File: src/rtl/fifo_pkg.sv
// Shared types and constants for the FIFO read-side controller.
// Imported by fifo_out_buf and fifo_reader.
package fifo_pkg;

    typedef enum logic [1:0] {
        IDLE  = 2'd0,
        RUN   = 2'd1,
        DRAIN = 2'd2,
        DONE  = 2'd3
    } rd_state_t;

    localparam int FIFO_RD_LATENCY = 1;
    localparam int FIFO_DATA_WIDTH = 32;

endpackage

File: src/rtl/fifo_out_buf.sv
// Small register queue that catches words popped from the FIFO.
// Push is ignored when full (unless a pop frees a slot) and reported on overflow_o.
module fifo_out_buf
    import fifo_pkg::*;
#(
    parameter int  DATA_WIDTH = FIFO_DATA_WIDTH,
    parameter int  BUF_DEPTH  = 2,
    localparam int PTR_W      = (BUF_DEPTH > 1) ? $clog2(BUF_DEPTH) : 1,
    localparam int OCC_W      = $clog2(BUF_DEPTH + 1)
) (
    input  logic                  clk_i,
    input  logic                  rst_ni,
    input  logic                  push_i,
    input  logic [DATA_WIDTH-1:0] push_data_i,
    input  logic                  pop_i,
    output logic [DATA_WIDTH-1:0] head_o,
    output logic [OCC_W-1:0]      occ_o,
    output logic                  overflow_o
);

    logic [DATA_WIDTH-1:0] mem_q [BUF_DEPTH];
    logic [PTR_W-1:0]      rd_ptr_q, rd_ptr_d;
    logic [PTR_W-1:0]      wr_ptr_q, wr_ptr_d;
    logic [OCC_W-1:0]      occ_q, occ_d;
    logic                  full_s, empty_s, do_push_s, do_pop_s;

    function automatic logic [PTR_W-1:0] ptr_inc(input logic [PTR_W-1:0] p);
        if (p == PTR_W'(BUF_DEPTH - 1)) begin
            ptr_inc = PTR_W'(0);
        end else begin
            ptr_inc = p + PTR_W'(1);
        end
    endfunction

    // Push/pop qualification, pointer and occupancy next-state
    always_comb begin
        full_s    = (occ_q == OCC_W'(BUF_DEPTH));
        empty_s   = (occ_q == OCC_W'(0));
        do_pop_s  = pop_i & ~empty_s;
        do_push_s = push_i & (~full_s | do_pop_s);
        rd_ptr_d  = do_pop_s  ? ptr_inc(rd_ptr_q) : rd_ptr_q;
        wr_ptr_d  = do_push_s ? ptr_inc(wr_ptr_q) : wr_ptr_q;
        case ({do_push_s, do_pop_s})
            2'b10:   occ_d = occ_q + OCC_W'(1);
            2'b01:   occ_d = occ_q - OCC_W'(1);
            default: occ_d = occ_q;
        endcase
    end

    assign head_o     = mem_q[rd_ptr_q];
    assign occ_o      = occ_q;
    assign overflow_o = push_i & full_s & ~do_pop_s;

    // Queue storage, pointers and occupancy
    always_ff @(posedge clk_i or negedge rst_ni) begin
        if (!rst_ni) begin
            rd_ptr_q <= PTR_W'(0);
            wr_ptr_q <= PTR_W'(0);
            occ_q    <= OCC_W'(0);
            for (int i = 0; i < BUF_DEPTH; i++) begin
                mem_q[i] <= {DATA_WIDTH{1'b0}};
            end
        end else begin
            rd_ptr_q <= rd_ptr_d;
            wr_ptr_q <= wr_ptr_d;
            occ_q    <= occ_d;
            if (do_push_s) begin
                mem_q[wr_ptr_q] <= push_data_i;
            end
        end
    end

endmodule

File: src/rtl/fifo_reader.sv
// Read-side controller for the single-clock FIFO: pops words, hides the read
// latency behind a small buffer, streams them out on valid/ready, supports drain.
module fifo_reader
    import fifo_pkg::*;
#(
    parameter int DATA_WIDTH = FIFO_DATA_WIDTH,
    parameter int BUF_DEPTH  = 2,
    parameter int CNT_WIDTH  = 16
) (
    input  logic                  Clock,
    input  logic                  Reset_,
    input  logic                  Enable,
    input  logic                  DrainReq,
    input  logic                  Empty_,
    input  logic [DATA_WIDTH-1:0] FifoData,
    output logic                  ReadEn,
    output logic [DATA_WIDTH-1:0] OutData,
    output logic                  OutValid,
    input  logic                  OutReady,
    output logic                  DrainDone,
    output logic [CNT_WIDTH-1:0]  WordCount,
    output logic                  Error
);

    localparam int OCC_W = $clog2(BUF_DEPTH + 1);
    localparam int LVL_W = OCC_W + 1;

    rd_state_t             state_q, state_d;
    logic                  inflight_q, inflight_d;
    logic                  drain_done_q, drain_done_d;
    logic                  error_q, error_d;
    logic [CNT_WIDTH-1:0]  count_q, count_d;
    logic [OCC_W-1:0]      occ_s;
    logic [DATA_WIDTH-1:0] head_s;
    logic [LVL_W-1:0]      level_s;
    logic                  buf_empty_s, fire_s, buf_push_s, buf_pop_s, overflow_s;
    logic                  drain_empty_s, drain_misuse_s;

    fifo_out_buf #(
        .DATA_WIDTH (DATA_WIDTH),
        .BUF_DEPTH  (BUF_DEPTH)
    ) u_out_buf (
        .clk_i       (Clock),
        .rst_ni      (Reset_),
        .push_i      (buf_push_s),
        .push_data_i (FifoData),
        .pop_i       (buf_pop_s),
        .head_o      (head_s),
        .occ_o       (occ_s),
        .overflow_o  (overflow_s)
    );

    // The word landing from the FIFO this cycle counts as buffered and is
    // presented directly when the queue is empty; only unaccepted words are queued.
    always_comb begin
        buf_empty_s = (occ_s == OCC_W'(0));
        level_s     = LVL_W'(occ_s) + LVL_W'(inflight_q);
        ReadEn      = ((state_q == RUN) || (state_q == DRAIN)) & Empty_ &
                      (level_s < LVL_W'(BUF_DEPTH));
        OutValid    = ~buf_empty_s | inflight_q;
        if (!buf_empty_s) begin
            OutData = head_s;
        end else if (inflight_q) begin
            OutData = FifoData;
        end else begin
            OutData = {DATA_WIDTH{1'b0}};
        end
        fire_s        = OutValid & OutReady;
        buf_pop_s     = fire_s & ~buf_empty_s;
        buf_push_s    = inflight_q & ~(buf_empty_s & OutReady);
        drain_empty_s = (level_s == LVL_W'(fire_s));
    end

    // Controller next state; a repeated drain request is flagged and otherwise ignored
    always_comb begin
        state_d        = state_q;
        drain_misuse_s = 1'b0;
        case (state_q)
            IDLE: begin
                if (DrainReq) begin
                    state_d = DRAIN;
                end else if (Enable) begin
                    state_d = RUN;
                end else begin
                    state_d = IDLE;
                end
            end
            RUN: begin
                if (DrainReq) begin
                    state_d = DRAIN;
                end else if (!Enable) begin
                    state_d = IDLE;
                end else begin
                    state_d = RUN;
                end
            end
            DRAIN: begin
                drain_misuse_s = DrainReq;
                if (!Empty_ && !ReadEn && drain_empty_s) begin
                    state_d = DONE;
                end else begin
                    state_d = DRAIN;
                end
            end
            DONE: begin
                drain_misuse_s = DrainReq;
                state_d        = IDLE;
            end
            default: state_d = IDLE;
        endcase
    end

    // Next values for the in-flight flag, done pulse, sticky error and counter
    always_comb begin
        inflight_d   = ReadEn;
        drain_done_d = (state_d == DONE);
        error_d      = error_q | drain_misuse_s | overflow_s;
        count_d      = fire_s ? (count_q + CNT_WIDTH'(1)) : count_q;
    end

    // Controller registers
    always_ff @(posedge Clock or negedge Reset_) begin
        if (!Reset_) begin
            state_q      <= IDLE;
            inflight_q   <= 1'b0;
            drain_done_q <= 1'b0;
            error_q      <= 1'b0;
            count_q      <= CNT_WIDTH'(0);
        end else begin
            state_q      <= state_d;
            inflight_q   <= inflight_d;
            drain_done_q <= drain_done_d;
            error_q      <= error_d;
            count_q      <= count_d;
        end
    end

    assign DrainDone = drain_done_q;
    assign WordCount = count_q;
    assign Error     = error_q;

endmodule
File: config.mk
export PLATFORM = sky130hd
export DESIGN_NAME = fifo_reader
export DESIGN_NICKNAME = d
export VERILOG_FILES = /design/src/rtl/fifo_pkg.sv /design/src/rtl/fifo_out_buf.sv /design/src/rtl/fifo_reader.sv
export SDC_FILE = /design/constraint.sdc
export NUM_CORES = 1
export LEC_CHECK = 0
export ABC_CLOCK_PERIOD_IN_PS = 2250
export BUFFER_PORTS_ARGS = -buffer_cell sky130_fd_sc_hd__buf_4
export CORE_UTILIZATION = 55
export DETAILED_ROUTE_END_ITERATION = 10
export PLACE_DENSITY = 0.89
export SYNTH_ARGS = -nofsm -noshare
export SYNTH_HDL_FRONTEND = slang
export SYNTH_SLANG_ARGS = --single-unit
File: constraint.sdc
create_clock -name Clock -period 2.25 [get_ports Clock]
set_input_delay 0.3375 -clock Clock [delete_from_list [all_inputs] [get_ports Clock]]
set_output_delay 0.3375 -clock Clock [all_outputs]
set_load 0.03 [all_outputs]
==> results of run 1 <==
[cell usage in the layout (no fill, tap or decap), types with 6 or more instances in the layout]
cell | synthesis | final
xnor2_1 | 17 | 17
clkbuf_8 | 0 | 11
nand2_1 | 11 | 11
nand3_1 | 38 | 38
mux2i_1 | 32 | 32
mux2_2 | 63 | 63
o21ai_0 | 33 | 33
ha_1 | 7 | 7
buf_4 | 4 | 98
nor2_1 | 7 | 6
dfrtp_1 | 89 | 87
inv_1 | 6 | 6
[sequential cells by signal, summed over array words and instances, names as in the netlist]
name / cells
u_out_buf.wr_ptr_q: 1
Error: 1
inflight_q: 1
state_q: 2
DrainDone: 1
u_out_buf.mem_q: 64
WordCount: 16
u_out_buf.occ_o: 2
u_out_buf.rd_ptr_q: 1
[logic make-up (layout without fill, tap and decap cells)]
logic type / count (synthesis) / after routing / synth area share (%)
AOI/OAI and AO/OA: 39 / 39 / 5.42
xor gates and xnor gates: 21 / 21 / 4.45
adders and majority gates: 7 / 7 / 2.04
buffers and inverters: 29 / 121 / 3.70
DFF: 89 / 89 / 51.8
muxes: 97 / 97 / 24.5
and+or+nand+nor: 70 / 70 / 8.09
[routing by layer]
layer | global-route usage, % | up-vias | routed length (um)
met5 | 0 | - | 0
met4 | 7.26 | 0 | 93
met3 | 3.03 | 6 | 333
met2 | 37.9 | 85 | 4370
met1 | 29.4 | 1491 | 3850
li1 | - | 1426 | -
[through the flow]
stage          instances  instance area [um^2]  utilization [%]
2_1_floorplan        352                  4300                -
3_3_place_gp         529                  5100             68.8
3_5_place_dp         529                  5100             68.8
4_1_cts              543                  5270             71.1
5_1_grt              543                  5270             71.1
6_report             543                  5270             71.1
[critical path, stage by stage (launching register included)]
cell and delay [ps]:
dfrtp_2 520, nor2_4 140, buf_4 300, nand3_1 110, o21ai_0 110, buf_4 200
[worst max-delay path by stage]
stage | endpoint | depth (start not counted)
4_1_cts | OutData[20] | 5
2_1_floorplan | OutData[0] | 4
3_5_place_dp | u_out_buf.occ_o[1] | 7
6_report | OutData[18] | 5
5_1_grt | OutData[20] | 5
3_3_place_gp | u_out_buf.occ_o[1] | 7
[layout make-up]
| type | instances | area (um^2) | area share [%] |
|---|---|---|---|
| Sequential cell | 89 | 2230 | 42.3 |
| Timing Repair Buffer | 102 | 806 | 15.3 |
| Tap cell | 99 | 124 | 2.35 |
| Inverter | 6 | 22.5 | 0.427 |
| Multi-Input combinational cell | 234 | 1930 | 36.6 |
| Clock buffer | 12 | 155 | 2.94 |
| Clock inverter | 1 | 5.00 | 0.0950 |
[timing repair]
item	in CTS	in global routing
hold endpoints to repair	4	0
setup buffers	0	0
gates resized for setup	0	1
setup endpoints to repair	0	15
hold buffers	1	0
[power groups by stage]
stage | Clock [W] | Combinational [W] | Sequential, W
after floorplan | 0 | 0.00309 | 0.00275
after detailed placement | 0 | 0.00450 | 0.00282
after global routing | 0.00104 | 0.00479 | 0.00288
after global placement | 0 | 0.00439 | 0.00275
final | 0.000948 | 0.00449 | 0.00280
after CTS | 0.000974 | 0.00452 | 0.00279
==> run summary, run 1 <==
The run finished with clean final reports. Of the total power, registers draw 34.0%. The maximum fanout encountered on the critical timing path came out at 34. The number of nets in the finished design came out at 487.

After clock tree synthesis, the clock-pin slew on the worst setup and hold paths is 80 ps. The length of the first detailed-routing pass in iterations is 4. The final HPWL from detailed placement is 5970 um.

The kind of capture point of the worst setup path is an output port. The final hold violation count was 0. The top flip-flop cell by instance count after synthesis is dfrtp_1. The net switching power figure is 0.00350 W.

The biggest area contributor in the post-synthesis netlist is dfrtp_1. In the post-route analysis, the smallest setup slack over all paths is 165 ps. The number of antenna repair diodes is 0. The initial antenna violation count came out at 0. The CTS H-tree depth is 3. The clock arrives with 5.32 ps of skew. The area of the core came out at 7410 um^2. STA puts the critical path data arrival time at 1750 ps.

The number of remaining DRC errors came out at 0. The kind of path behind the tightest hold check is in2reg. The switching share of power is 42.5%. The power share of the clock group is 11.5%.

The clock latency reported for the late side of the worst-skew pair came out at 350 ps. After global routing the overflow that remains totals 0. The total clock sinks came out at 89. The number of clock buffers added by TritonCTS is 9. The floorplan step set the die width to 90.4 um. The share of power burned in combinational logic is 54.5%. The maximum number of pins on one net before global-route repair came out at 48. The launch point of the critical path is u_out_buf.occ_o[0]. The via count of the first global-routing pass is 3,071. The pre-CTS setup slack came out at 353 ps. The final-layout setup total negative slack is 0 ps. Setup repair after global routing left no endpoint under its margin. The final route contains 3,008 vias. The path with the worst hold slack has its endpoint at DrainDone. The synthesized netlist contains 34 unique library cells.

Setup violations remaining at the end of the flow were counted as 0. The final weighted congestion in routability-driven placement came out at 0.752. The startpoint identified for the worst hold timing path is Empty_. The combined area of all synthesized cells is 4300 um^2. After synthesis, the cell types taking the most area are dfrtp_1 (52%), mux2_2 (17%), mux2i_1 (7.5%). Counting every instance in the synthesized netlist gives 352. In this run the critical register-to-register path is launched from u_out_buf.occ_o[0]. CTS placed an instance of clkbuf_8 at the clock tree root. The worst register-to-register path has a depth of 7.

The worst register-to-register path ends at u_out_buf.occ_o[1]. The remaining antenna violation count after routing came out at 0. TritonCTS built the clock tree. The number of nets in the synthesized netlist came out at 397. The maximum ir drop on the vdd rail is 0.841 mV. The die covers 8170 um^2. The site row count is 31. The count of maximum capacitance violations came out at 0. The smallest clock period supported by the final layout is computed as 2080 ps. The critical path is of the reg2out type.

In the final layout, the share of cells above drive strength 1 is 41.4%. The share of the Yosys chip area taken by registers is 51.8%. Once the floorplan was initialized, standard cells occupied 58.0% of the core.

Power spread over the standard cell area amounts to 1560 nW/um^2. For this design the static power due to leakage is 2.45 nW. The fraction of registers with async set or reset after synthesis came out at 100%. The all-layer global routing usage came out at 22.2%. The detailed router finished its first iteration with 88 violations.

The worst setup path is launched from a flop. The final hold slack came out at 168 ps. In this run, synthesis produced a sequential element count of 89. The count of boundary I/O pins is 90. In this run the deepest clock path goes through 2 buffers. Along the worst hold path, the cell count comes to 2. The height of the die is 90.4 um. Yosys printed 0 warnings. After synthesis, the most frequently instantiated cells are dfrtp_1 (89), mux2_2 (63), nand3_1 (38), o21ai_0 (33), mux2i_1 (32). The final total power is 0.00824 W. By instance count, the leading cell after synthesis is dfrtp_1.

The average vias per placed instance came out at 5.54. The normalized max-slew margin came out at 57.3%. The share of the clock period used by the worst path after layout is 92.6%.

The first global-routing pass estimated 14,500 um of wire. The achievable frequency is 0.480 GHz. The top cell type's share of synthesized area came out at 51.8%. The total wire length came out at 8650 um. The data required time at the worst endpoint came out at 1910 ps. The average wire length per cell after detail routing came out at 15.9 um.

The worst-margin pin slew is 633 ps. The number of enable flip-flop cells after synthesis came out at 0. The number of slew-limit violations in the final report came out at 0. The cell-internal power came out at 0.00474 W.

The mean post-synth cell area is 12.2 um^2. The setup check on the worst reg-to-reg path leaves a slack of 440 ps. Relative to the synthesized area, the layout overhead comes to 22.6%. The port buffer count came out at 89. Fill cells in the final layout number 520.
(Power assumes the default switching activity.)
==> run 2, diff against run 1 <==
--- a/config.mk
+++ b/config.mk
@@ -7,9 +7,9 @@
 export LEC_CHECK = 0
 export ABC_CLOCK_PERIOD_IN_PS = 2250
 export BUFFER_PORTS_ARGS = -buffer_cell sky130_fd_sc_hd__buf_4
-export CORE_UTILIZATION = 55
+export CORE_UTILIZATION = 50
 export DETAILED_ROUTE_END_ITERATION = 10
-export PLACE_DENSITY = 0.89
+export PLACE_DENSITY = 0.83
 export SYNTH_ARGS = -nofsm -noshare
 export SYNTH_HDL_FRONTEND = slang
 export SYNTH_SLANG_ARGS = --single-unit
==> run summary, run 2 (synthesis gave the netlist of run 1 again) <==
The number of antenna diodes in the final layout is 0. The total of endpoints with negative setup slack in the final report came out at 0. The deepest clock path buffer count is 2. The kind of path behind the tightest hold check is in2async. Headroom to the max-slew limit came out at 57.5%. The die is 94.7 um wide.

In this run the power density over the cells is 1580 nW/um^2. The congestion estimate from routability-driven global placement came to 0.738. Walking the worst path, the cells encountered are nor2_4, buf_4, nand3_1, o21ai_0, buf_4.

The register with the most flip-flops in the layout has 64 of them. The run finished with clean final reports. Clock latency on the worst-skew pair, taken at its later pin, is 350 ps.

The total wire length came out at 8500 um. The worst stage delay on the critical path is 530 ps. Along the worst path, the maximum fanout reaches 32. Summing over every cut layer, the via total after detailed routing is 2,980.

The worst setup path is of the reg2out kind. The tree is rooted in a clkbuf_8. The worst setup margin is 116 ps. The average wire length per cell after detail routing is 15.4 um. The routed length on met3 is 318 um.

The maximum ir drop on the vdd rail came out at 0.903 mV. The total of hold buffers inserted after clock tree synthesis came out at 0. Setup repair after global routing left no endpoint under its margin. The register clock-pin slew on the reported worst setup and hold paths came out at 90 ps. Leaving out fill and tap cells, the most frequent cells in the layout are buf_4 (100), dfrtp_1 (87), mux2_2 (63). The final HPWL from detailed placement is 5980 um. The sum of overflow across all layers after global routing came out at 0. On the final layout, the worst clock skew is 10.0 ps. The data required time at the worst endpoint came out at 1910 ps. The remaining antenna violation count after routing came out at 0. The worst-margin pin slew is 638 ps. The floorplan has 33 rows.

The count of maximum capacitance violations is 0. The leakage power is 2.46 nW. The area of the core is 8260 um^2.

The time the worst path needs with I/O delays and setup is 2130 ps. In this run the critical register-to-register path is captured at u_out_buf.mem_q[53]. In the final routing, the length of wire on met1 measures 3850 um. In this run the top signal layer used is met4. The slack of the worst reg-to-reg path came out at 430 ps.

The total die area is 8970 um^2. The first detailed-routing pass took 4 iterations. The all-layer global routing usage came out at 20.1%. The port buffer count is 89. Setup total negative slack on the finished layout was measured at 0 ps. TritonCTS built the clock tree. The startpoint identified for the worst register-to-register timing path is u_out_buf.occ_o[1]. The number of slew-limit violations in the final report came to 0. The length in cells of the worst reg-to-reg path is 5. The count of boundary I/O pins is 90. For this run, the post-layout net count is 487. In this run, CTS created clock tree buffers numbering 9. The height of the die is 94.7 um. The pre-CTS setup slack is 395 ps. The initial utilization of the core area, before any placement, comes to 52.0%. The initial antenna violation count is 0. The filler cells instantiated in the layout total 654.

For this run, design rule violations remaining after detail routing come to 0. The utilization after layout is 64.3%. The sum of met2 wire segment lengths after detailed routing came out at 4250 um. The share of the clock period used by the worst path after layout came out at 94.8%. The total clock sinks came out at 89.

The type of element launching the critical path is a flop. Entering global routing, the biggest net connects 52 pins. The CTS H-tree depth came out at 3. The worst endpoint data arrival time is 1800 ps.

The average vias per placed instance is 5.40. The slowest cell on the critical path is dfrtp_1. The number of DRC markers in iteration 0 is 88.

The signed area change from the synthesized netlist to the final layout came out at 23.5%. The via count of the first global-routing pass was 2,950. The share of cells above drive strength 1 came out at 42.3%.

STA classifies the critical path endpoint as an output port. The first global-routing pass estimated 13,800 um of wire. The final hold violation count came out at 0. By instance count, the cell type seen most on the critical path is buf_4. The commonest non-fill, non-tap cell in the layout is buf_4. For this run, the top clock speed supported by timing is 0.469 GHz. The largest register by flop count is u_out_buf.mem_q.
run 2: changes by cell type in the layout (fill, tap and decap cells not counted):
cell	delta
buf_12	-2
buf_4	+2
bufinv_16	+1
inv_6	+2
dlygate4sd3_1	-1
clkinv_4	+1
clkbuf_1	-1
buf_6	+1
run 2: per-layer routing:
layer / vias to the layer above / GRT usage (%)
li1: 1420 / -
met1: 1486 / 24.6
met2: 64 / 35.5
met3: 10 / 3.38
met4: 0 / 7.58
met5: - / 0
run 2: repair_timing:
item	4_1_cts	5_1_grt
endpoints found under the setup margin	1	1
resized for setup	1	1
buffers inserted	0	0
run 2: worst max-delay path: cells and delay by family (launching register included):
| family | cells | cell delay [ps] |
|---|---|---|
| flops | 1 | 530 |
| compound gates | 1 | 130 |
| simple gates | 2 | 260 |
| buf+inv | 2 | 520 |
run 2: worst max-delay path by stage:
stage | from | depth (start not counted) | slack [ps] | endpoint
after CTS | u_out_buf.occ_o[1] | 5 | 80 | OutData[27]
after global routing | u_out_buf.occ_o[1] | 5 | 40 | OutData[10]
after floorplan | u_out_buf.occ_o[1] | 4 | 230 | OutData[0]
final | u_out_buf.occ_o[1] | 5 | 120 | OutData[10]
after detailed placement | u_out_buf.occ_o[0] | 5 | 400 | WordCount[14]
after global placement | u_out_buf.occ_o[0] | 5 | 450 | WordCount[12]
run 2: area by class of cell:
| class | instances | area, um^2 | share of cell area [%] |
|---|---|---|---|
| sequential | 89 | 2230 | 42.0 |
| multi-input combinational | 234 | 1930 | 36.3 |
| timing repair buffer | 102 | 782 | 14.7 |
| clock buffer | 11 | 151 | 2.85 |
| tap | 105 | 131 | 2.48 |
| clock inverter | 5 | 61.3 | 1.16 |
| inverter | 6 | 22.5 | 0.424 |
run 2: report_power, final:
group	internal [W]	switching, W
combinational	0.00198	0.00249
sequential	0.00231	0.000475
clock	0.000582	0.000564
total	0.00487	0.00353
run 2: metrics by stage:
stage	cell area (um^2)	instances	total power, W	hold WS [ps]
4_1_cts	5300	552	0.00847	18.0
3_5_place_dp	5090	536	0.00732	405
5_1_grt	5310	552	0.00891	43.7
3_3_place_gp	5090	536	0.00715	407
6_report	5310	552	0.00839	4.13
2_1_floorplan	4300	352	0.00584	41.9
